`src/rtl/shift_pkg.sv`:
```
// Shared definitions for the multi-cycle shift sequencer:
// FSM state encoding, operation encodings and the per-cycle step limit.
package shift_pkg;

  localparam int unsigned STEP_MAX = 3;

  typedef enum logic [1:0] {
    ST_IDLE  = 2'd0,
    ST_SHIFT = 2'd1,
    ST_DONE  = 2'd2
  } state_e;

  typedef enum logic [1:0] {
    OP_SLL  = 2'b00,
    OP_SRL  = 2'b01,
    OP_SRA  = 2'b10,
    OP_RSVD = 2'b11
  } op_e;

endpackage

```
`src/rtl/shift_sequencer_shifter.sv`:
```
// shifter: single-cycle zero-filling shifter with a 2-bit shift amount.
//   data_in  - operand
//   amt      - shift amount 0..3
//   left     - 1 = shift left, 0 = logical shift right
//   data_out - shifted operand (combinational)
module shifter #(
  parameter int unsigned DATA_W = 32
) (
  input  logic [DATA_W-1:0] data_in,
  input  logic [1:0]        amt,
  input  logic              left,
  output logic [DATA_W-1:0] data_out
);

  always_comb begin
    data_out = left ? (data_in << amt) : (data_in >> amt);
  end

endmodule

```
`src/rtl/shift_sequencer.sv`:
```
// shift_sequencer: multi-cycle SLL/SRL/SRA built around a 2-bit shifter,
// applying at most STEP_MAX positions per cycle.
//   clk     - rising-edge clock
//   rst_n   - asynchronous active-low reset
//   start   - request a shift (sampled only in IDLE)
//   abort   - cancel an in-flight shift (effective only in SHIFT)
//   op      - 00 SLL, 01 SRL, 10 SRA, 11 executes as SRL
//   shamt   - total shift amount 0..31
//   in_data - operand
//   busy    - high while not IDLE
//   done    - one-cycle pulse, result valid
//   result  - shifted value, held until the next completed operation
module shift_sequencer #(
  parameter int unsigned DATA_W   = 32,
  parameter int unsigned STEP_MAX = 3
) (
  input  logic              clk,
  input  logic              rst_n,
  input  logic              start,
  input  logic              abort,
  input  logic [1:0]        op,
  input  logic [4:0]        shamt,
  input  logic [DATA_W-1:0] in_data,
  output logic              busy,
  output logic              done,
  output logic [DATA_W-1:0] result
);

  import shift_pkg::*;

  localparam logic [4:0] STEP_LIM = 5'(STEP_MAX);

  state_e            state_q, state_d;
  op_e               op_q, op_d;
  logic [DATA_W-1:0] data_q, data_d;
  logic [DATA_W-1:0] result_q, result_d;
  logic [4:0]        rem_q, rem_d;
  logic              busy_q, busy_d;
  logic              done_q, done_d;

  logic [4:0]        step;
  logic [4:0]        rem_after;
  logic              shift_left;
  logic              is_sra;
  logic [DATA_W-1:0] shifted;
  logic [DATA_W-1:0] fill_mask;
  logic [DATA_W-1:0] stepped;

  // Per-cycle step: min(remaining, STEP_MAX); never exceeds remaining.
  always_comb begin
    step       = (rem_q > STEP_LIM) ? STEP_LIM : rem_q;
    rem_after  = rem_q - step;
    shift_left = (op_q == OP_SLL);
    is_sra     = (op_q == OP_SRA);
  end

  shifter #(
    .DATA_W (DATA_W)
  ) u_shifter (
    .data_in  (data_q),
    .amt      (step[1:0]),
    .left     (shift_left),
    .data_out (shifted)
  );

  // SRA sign fill: the top 'step' bits are forced to the sign. data_q's MSB
  // stays equal to the original operand's sign throughout an SRA, so it
  // serves as the latched sign bit.
  always_comb begin
    fill_mask = ~({DATA_W{1'b1}} >> step);
    stepped   = (is_sra && data_q[DATA_W-1]) ? (shifted | fill_mask) : shifted;
  end

  // State register
  always_ff @(posedge clk or negedge rst_n) begin
    if (!rst_n) begin
      state_q  <= ST_IDLE;
      op_q     <= OP_SLL;
      data_q   <= '0;
      result_q <= '0;
      rem_q    <= '0;
      busy_q   <= 1'b0;
      done_q   <= 1'b0;
    end else begin
      state_q  <= state_d;
      op_q     <= op_d;
      data_q   <= data_d;
      result_q <= result_d;
      rem_q    <= rem_d;
      busy_q   <= busy_d;
      done_q   <= done_d;
    end
  end

  // Next-state logic
  always_comb begin
    state_d = state_q;
    case (state_q)
      ST_IDLE: begin
        if (start) begin
          state_d = (shamt != 5'd0) ? ST_SHIFT : ST_DONE;
        end
      end
      ST_SHIFT: begin
        if (abort) begin
          state_d = ST_IDLE;
        end else if (rem_after == 5'd0) begin
          state_d = ST_DONE;
        end
      end
      ST_DONE: begin
        state_d = ST_IDLE;
      end
      default: begin
        state_d = ST_IDLE;
      end
    endcase
  end

  // Datapath and registered outputs: busy/done/result are computed from the
  // next state so that the output flops line up with the state they describe.
  always_comb begin
    data_d = data_q;
    op_d   = op_q;
    rem_d  = rem_q;
    if (state_q == ST_IDLE && start) begin
      data_d = in_data;
      op_d   = op_e'(op);
      rem_d  = shamt;
    end else if (state_q == ST_SHIFT) begin
      if (abort) begin
        rem_d = '0;
      end else begin
        data_d = stepped;
        rem_d  = rem_after;
      end
    end
    busy_d   = (state_d != ST_IDLE);
    done_d   = (state_d == ST_DONE);
    result_d = done_d ? data_d : result_q;
  end

  always_comb begin
    busy   = busy_q;
    done   = done_q;
    result = result_q;
  end

endmodule
```
`config.mk`:
```
export PLATFORM = sky130hd
export DESIGN_NAME = shift_sequencer
export DESIGN_NICKNAME = d
export VERILOG_FILES = /design/src/rtl/shift_pkg.sv /design/src/rtl/shift_sequencer_shifter.sv /design/src/rtl/shift_sequencer.sv
export SDC_FILE = /design/constraint.sdc
export NUM_CORES = 1
export LEC_CHECK = 0
export CAP_MARGIN = 40
export CORE_MARGIN = 4
export CORE_UTILIZATION = 25
export CTS_BUF_LIST = sky130_fd_sc_hd__clkbuf_8
export CTS_CLUSTER_SIZE = 28
export DETAILED_ROUTE_END_ITERATION = 12
export PLACE_DENSITY = 0.53
export SYNTH_ARGS = -nofsm -noshare
export SYNTH_HDL_FRONTEND = slang
export SYNTH_SLANG_ARGS = --single-unit
export TNS_END_PERCENT = 10
```
`constraint.sdc`:
```
create_clock -name clk -period 3.1 [get_ports clk]
set_input_delay 0.62 -clock clk [delete_from_list [all_inputs] [get_ports clk]]
set_output_delay 0.62 -clock clk [all_outputs]
set_load 0.03 [all_outputs]
```
==> results by group, run 1 <==
Status
  • Status: completed

Yosys
  • Syn Inst Count: 508
  • Sequential fraction of the synthesis area: around 37%
  • Post-synth EDFFs: 0
  • Synth cell types: 65
  • Async S/R FF share, synth: between 90% and 100%
  • Warning count from the yosys run: 0
  • Syn_area_per_cell: 10.0 um^2
  • Ys flop type: dfrtp_1
  • Post-synthesis cell area: 5080 um^2
  • Flip-flop and latch count after synthesis: 75
  • Syn_nets: about 550

Drt
  • Post-DR wirelength/cell: 19.9 um
  • DRC Markers: 0
  • Vias: ~4600
  • Post-Route WL: ~17000 um
  • Drt first pass iters: 5
  • Via density: between 5 and 6
  • Drt initial violations: about 420
  • Final ANT Viol Nets: 0

Setup path
  • Worst path depth: 11
  • Worst setup endpoint: result[26]$_DFFE_PN0N_
  • Launch point of the worst reg-to-reg path: rem_q[4]$_DFFE_PN0P_
  • Crit path cell chain: nor3_1 -> nor2_1 -> inv_1 -> ha_1 -> nand2b_1 -> o22ai_1 -> nand4_1 -> and2_1 -> inv_2 -> buf_12 -> mux2_2
  • Worst R2R Setup Slack: ~0.31 ns
  • CP max stage delay: approximately 0.5 ns
  • Critical Path Source Type: flop
  • Req. time, crit path: roughly 3.4 ns
  • CP delay by family, top: simple AND/OR/NAND/NOR gates
  • Worst r2r dst: result[26]$_DFFE_PN0N_
  • WP buf/inv: 3
  • CP Capture Type: flop
  • Worst Path Class, Setup: flop to flop
  • Reg2reg path depth: 11
  • Crit-path max FO: 13
  • Critical Path Start: rem_q[4]$_DFFE_PN0P_
  • CP max stage cell: dfrtp_1
  • CP arrival: 3.04 ns

Timing
  • Rel. slew slack: between 40% and 50%
  • Period minus WS final: between 2 and 3 ns
  • Final setup fails: 0
  • Final Max Slew Viols: 0
  • Fmax: 359 MHz
  • Final Cycle Share: roughly 90%
  • Slew @ Worst Pin: approximately 0.78 ns
  • Setup TNS: 0 ns
  • RSZ-0062 raised after global routing: false
  • Fin. Hold Viols: 0
  • Max Clock Skew: around 0.014 ns

Floorplanning
  • Die Y: about 150 um
  • Core ar.: ~20000 um^2
  • Chip width: roughly 150 um
  • Starting density of the core: about 26%
  • I/O Pins: 77
  • Die area: between 20000 and 25000 um^2
  • Row cnt: just over 50

Clock network
  • TritonCTS Buffers: 9
  • # clock sinks: 75
  • Clock Latency Late Sink: around 0.38 ns
  • Post-CTS Resized: 0
  • Clk root buf: clkbuf_8
  • CTS Buffer Depth: 2
  • H-tree Lvls: 3
  • CTS Hold Bufs: 0
  • TritonCTS clock tree: built
  • Clk slew on worst S/H paths: about 0.090 ns
  • Setup bufs post-CTS: 0

Power
  • Int Power: between 4 and 5 mW
  • Switching share of total power: between 40 and 50%
  • Register share of total power: between 20% and 30%
  • Leak Pwr: around 2.6 nW
  • Clock share of power: ~12%
  • Gate power share: between 60% and 70%
  • Maximum vdd drop: between 400 and 500 uV
  • Psw: around 3.7 mW
  • Power per cell area: 1220 nW/um^2

Finish
  • Layout Area Growth over Synthesis: 27.9%
  • Most frequent cells in the layout: dfrtp_1, clkdlybuf4s50_1, nand2_1, nor2_1, mux2_2
  • Ant. Diodes: 0
  • Final Util: 32.9%
  • Fin nets: around 620
  • # fillers: 1996
  • Share of cells above drive strength 1: between 20% and 30%

Min path
  • Type of the tightest min-delay check: primary input to async pin

Global routing
  • Total GRT Usage: 15.3%
  • Total gr overflow: 0
  • Initial antenna violation count: 0
  • Largest net degree at the start of global routing: 46
  • First-pass GRT wire length: 27200 um
  • Vias in the first global route: roughly 4700

Placement
  • Post-DP HPWL: 11800 um
  • GPL Wtd Cong: about 0.86
  • IO Port Bufs: 76

Flow run
  • Total of max-cap violations: 0
## metrics by stage
step | cell area (um^2) | power [mW] | hold slack, ns | std cells | setup WS (ns)
finish | 6490 | 7.94 | 0.198 | 845 | 0.312
global route | 6490 | 8.52 | 0.219 | 845 | 0.0419
CTS | 6490 | 7.97 | 0.203 | 845 | 0.294
detailed placement | 6270 | 7.02 | 0.483 | 831 | 0.167
floorplan | 5080 | 5.40 | 0.324 | 508 | 0.451
global placement | 6210 | 6.93 | 0.480 | 829 | 0.193
## layer usage
metal  vias to the layer above  track usage, %  routed length, um
met1                      2313            21.9               7730
met4                         0            4.67                339
met5                         -               0                  0
met2                       188            23.4               7720
li1                       2091               -                  -
met3                        25            3.07               1020
## cell usage after synthesis, drive strengths merged, types with 3 or more instances
cell	count	area share (%)
o21ai	27	2.7
or2	3	0.37
or3b	3	0.52
inv	6	0.44
o21bai	3	0.44
or4	3	0.44
a221oi	3	0.64
mux2i	5	0.99
o21a	3	0.44
a22o	4	0.69
nand2	57	4.2
mux2	37	8.2
nand3	13	1.3
nor2	47	3.5
o31ai	13	1.9
dfrtp	75	37
a211oi	5	0.74
mux4	22	9.8
o41ai	7	2.1
a21o	5	0.74
o22ai	8	0.99
a21oi	17	1.7
a2111oi	14	3.5
nand4	5	0.62
buf	26	3.1
and3	22	2.7
o22a	3	0.52
o211ai	5	0.74
a31oi	3	0.37
clkbuf	23	1.7
a22oi	7	1.0
o41a	4	0.89
## layout make-up
cell class                      instances  area (um^2)  share of cell area [%]
Multi-Input combinational cell        378         2950                    45.5
Inverter                                6         22.5                   0.347
Clock inverter                          5          104                    1.60
Timing Repair Buffer                  107         1080                    16.6
Tap cell                              265          332                    5.11
Sequential cell                        75         1880                    28.9
Clock buffer                            9          124                    1.91
## state kept, by name, indices dropped and copies added (netlist names)
name,count
data_q,32
done,1
result,32
op_q,2
busy,1
state_q,2
rem_q,5
## worst register-to-register path: stages (launching register included)
cell and delay, ns:
dfrtp_1 0.50, nor3_1 0.36, nor2_1 0.11, inv_1 0.10, ha_1 0.24, nand2b_1 0.08
o22ai_1 0.19, nand4_1 0.15, and2_1 0.22, inv_2 0.19, buf_12 0.18, mux2_2 0.35
## power by group through the flow
stage	combinational [mW]	clock [mW]	sequential, mW
after floorplan	3.11	0	2.29
after global placement	4.70	0	2.23
after detailed placement	4.79	0	2.23
after CTS	4.82	0.938	2.22
after global routing	5.22	0.981	2.31
final	4.80	0.913	2.23
## cells by family after synthesis
logic type | after synthesis | synth area share (%)
simple gates | 166 | 15.7
buf+inv | 55 | 5.22
mux | 64 | 18.9
compound gates | 147 | 23.0
fa+ha+maj | 1 | 0.246
flops | 75 | 37.0
## how the worst min path moves through the flow
stage,startpoint,endpoint,slack [ns],cells after the start
floorplan,rst_n,busy$_DFF_PN0_,0.32,0
global placement,result[4]$_DFFE_PN0N_,result[4]$_DFFE_PN0N_,0.48,1
detailed placement,result[4]$_DFFE_PN0N_,result[4]$_DFFE_PN0N_,0.48,1
CTS,rst_n,result[5]$_DFFE_PN0N_,0.20,1
global route,rst_n,data_q[10]$_DFF_PN0_,0.22,1
finish,rst_n,result[5]$_DFFE_PN0N_,0.20,1
Note: power is estimated with default switching activity, not from simulation.
==> inputs of run 2 (changes only) <==
--- a/config.mk
+++ b/config.mk
@@ -5,6 +5,7 @@
 export SDC_FILE = /design/constraint.sdc
 export NUM_CORES = 1
 export LEC_CHECK = 0
+export ABC_CLOCK_PERIOD_IN_PS = 3100
 export CAP_MARGIN = 40
 export CORE_MARGIN = 4
 export CORE_UTILIZATION = 25
==> results of run 2 <==
No change in the layout: final DEF, timing and power equal those of run 1.
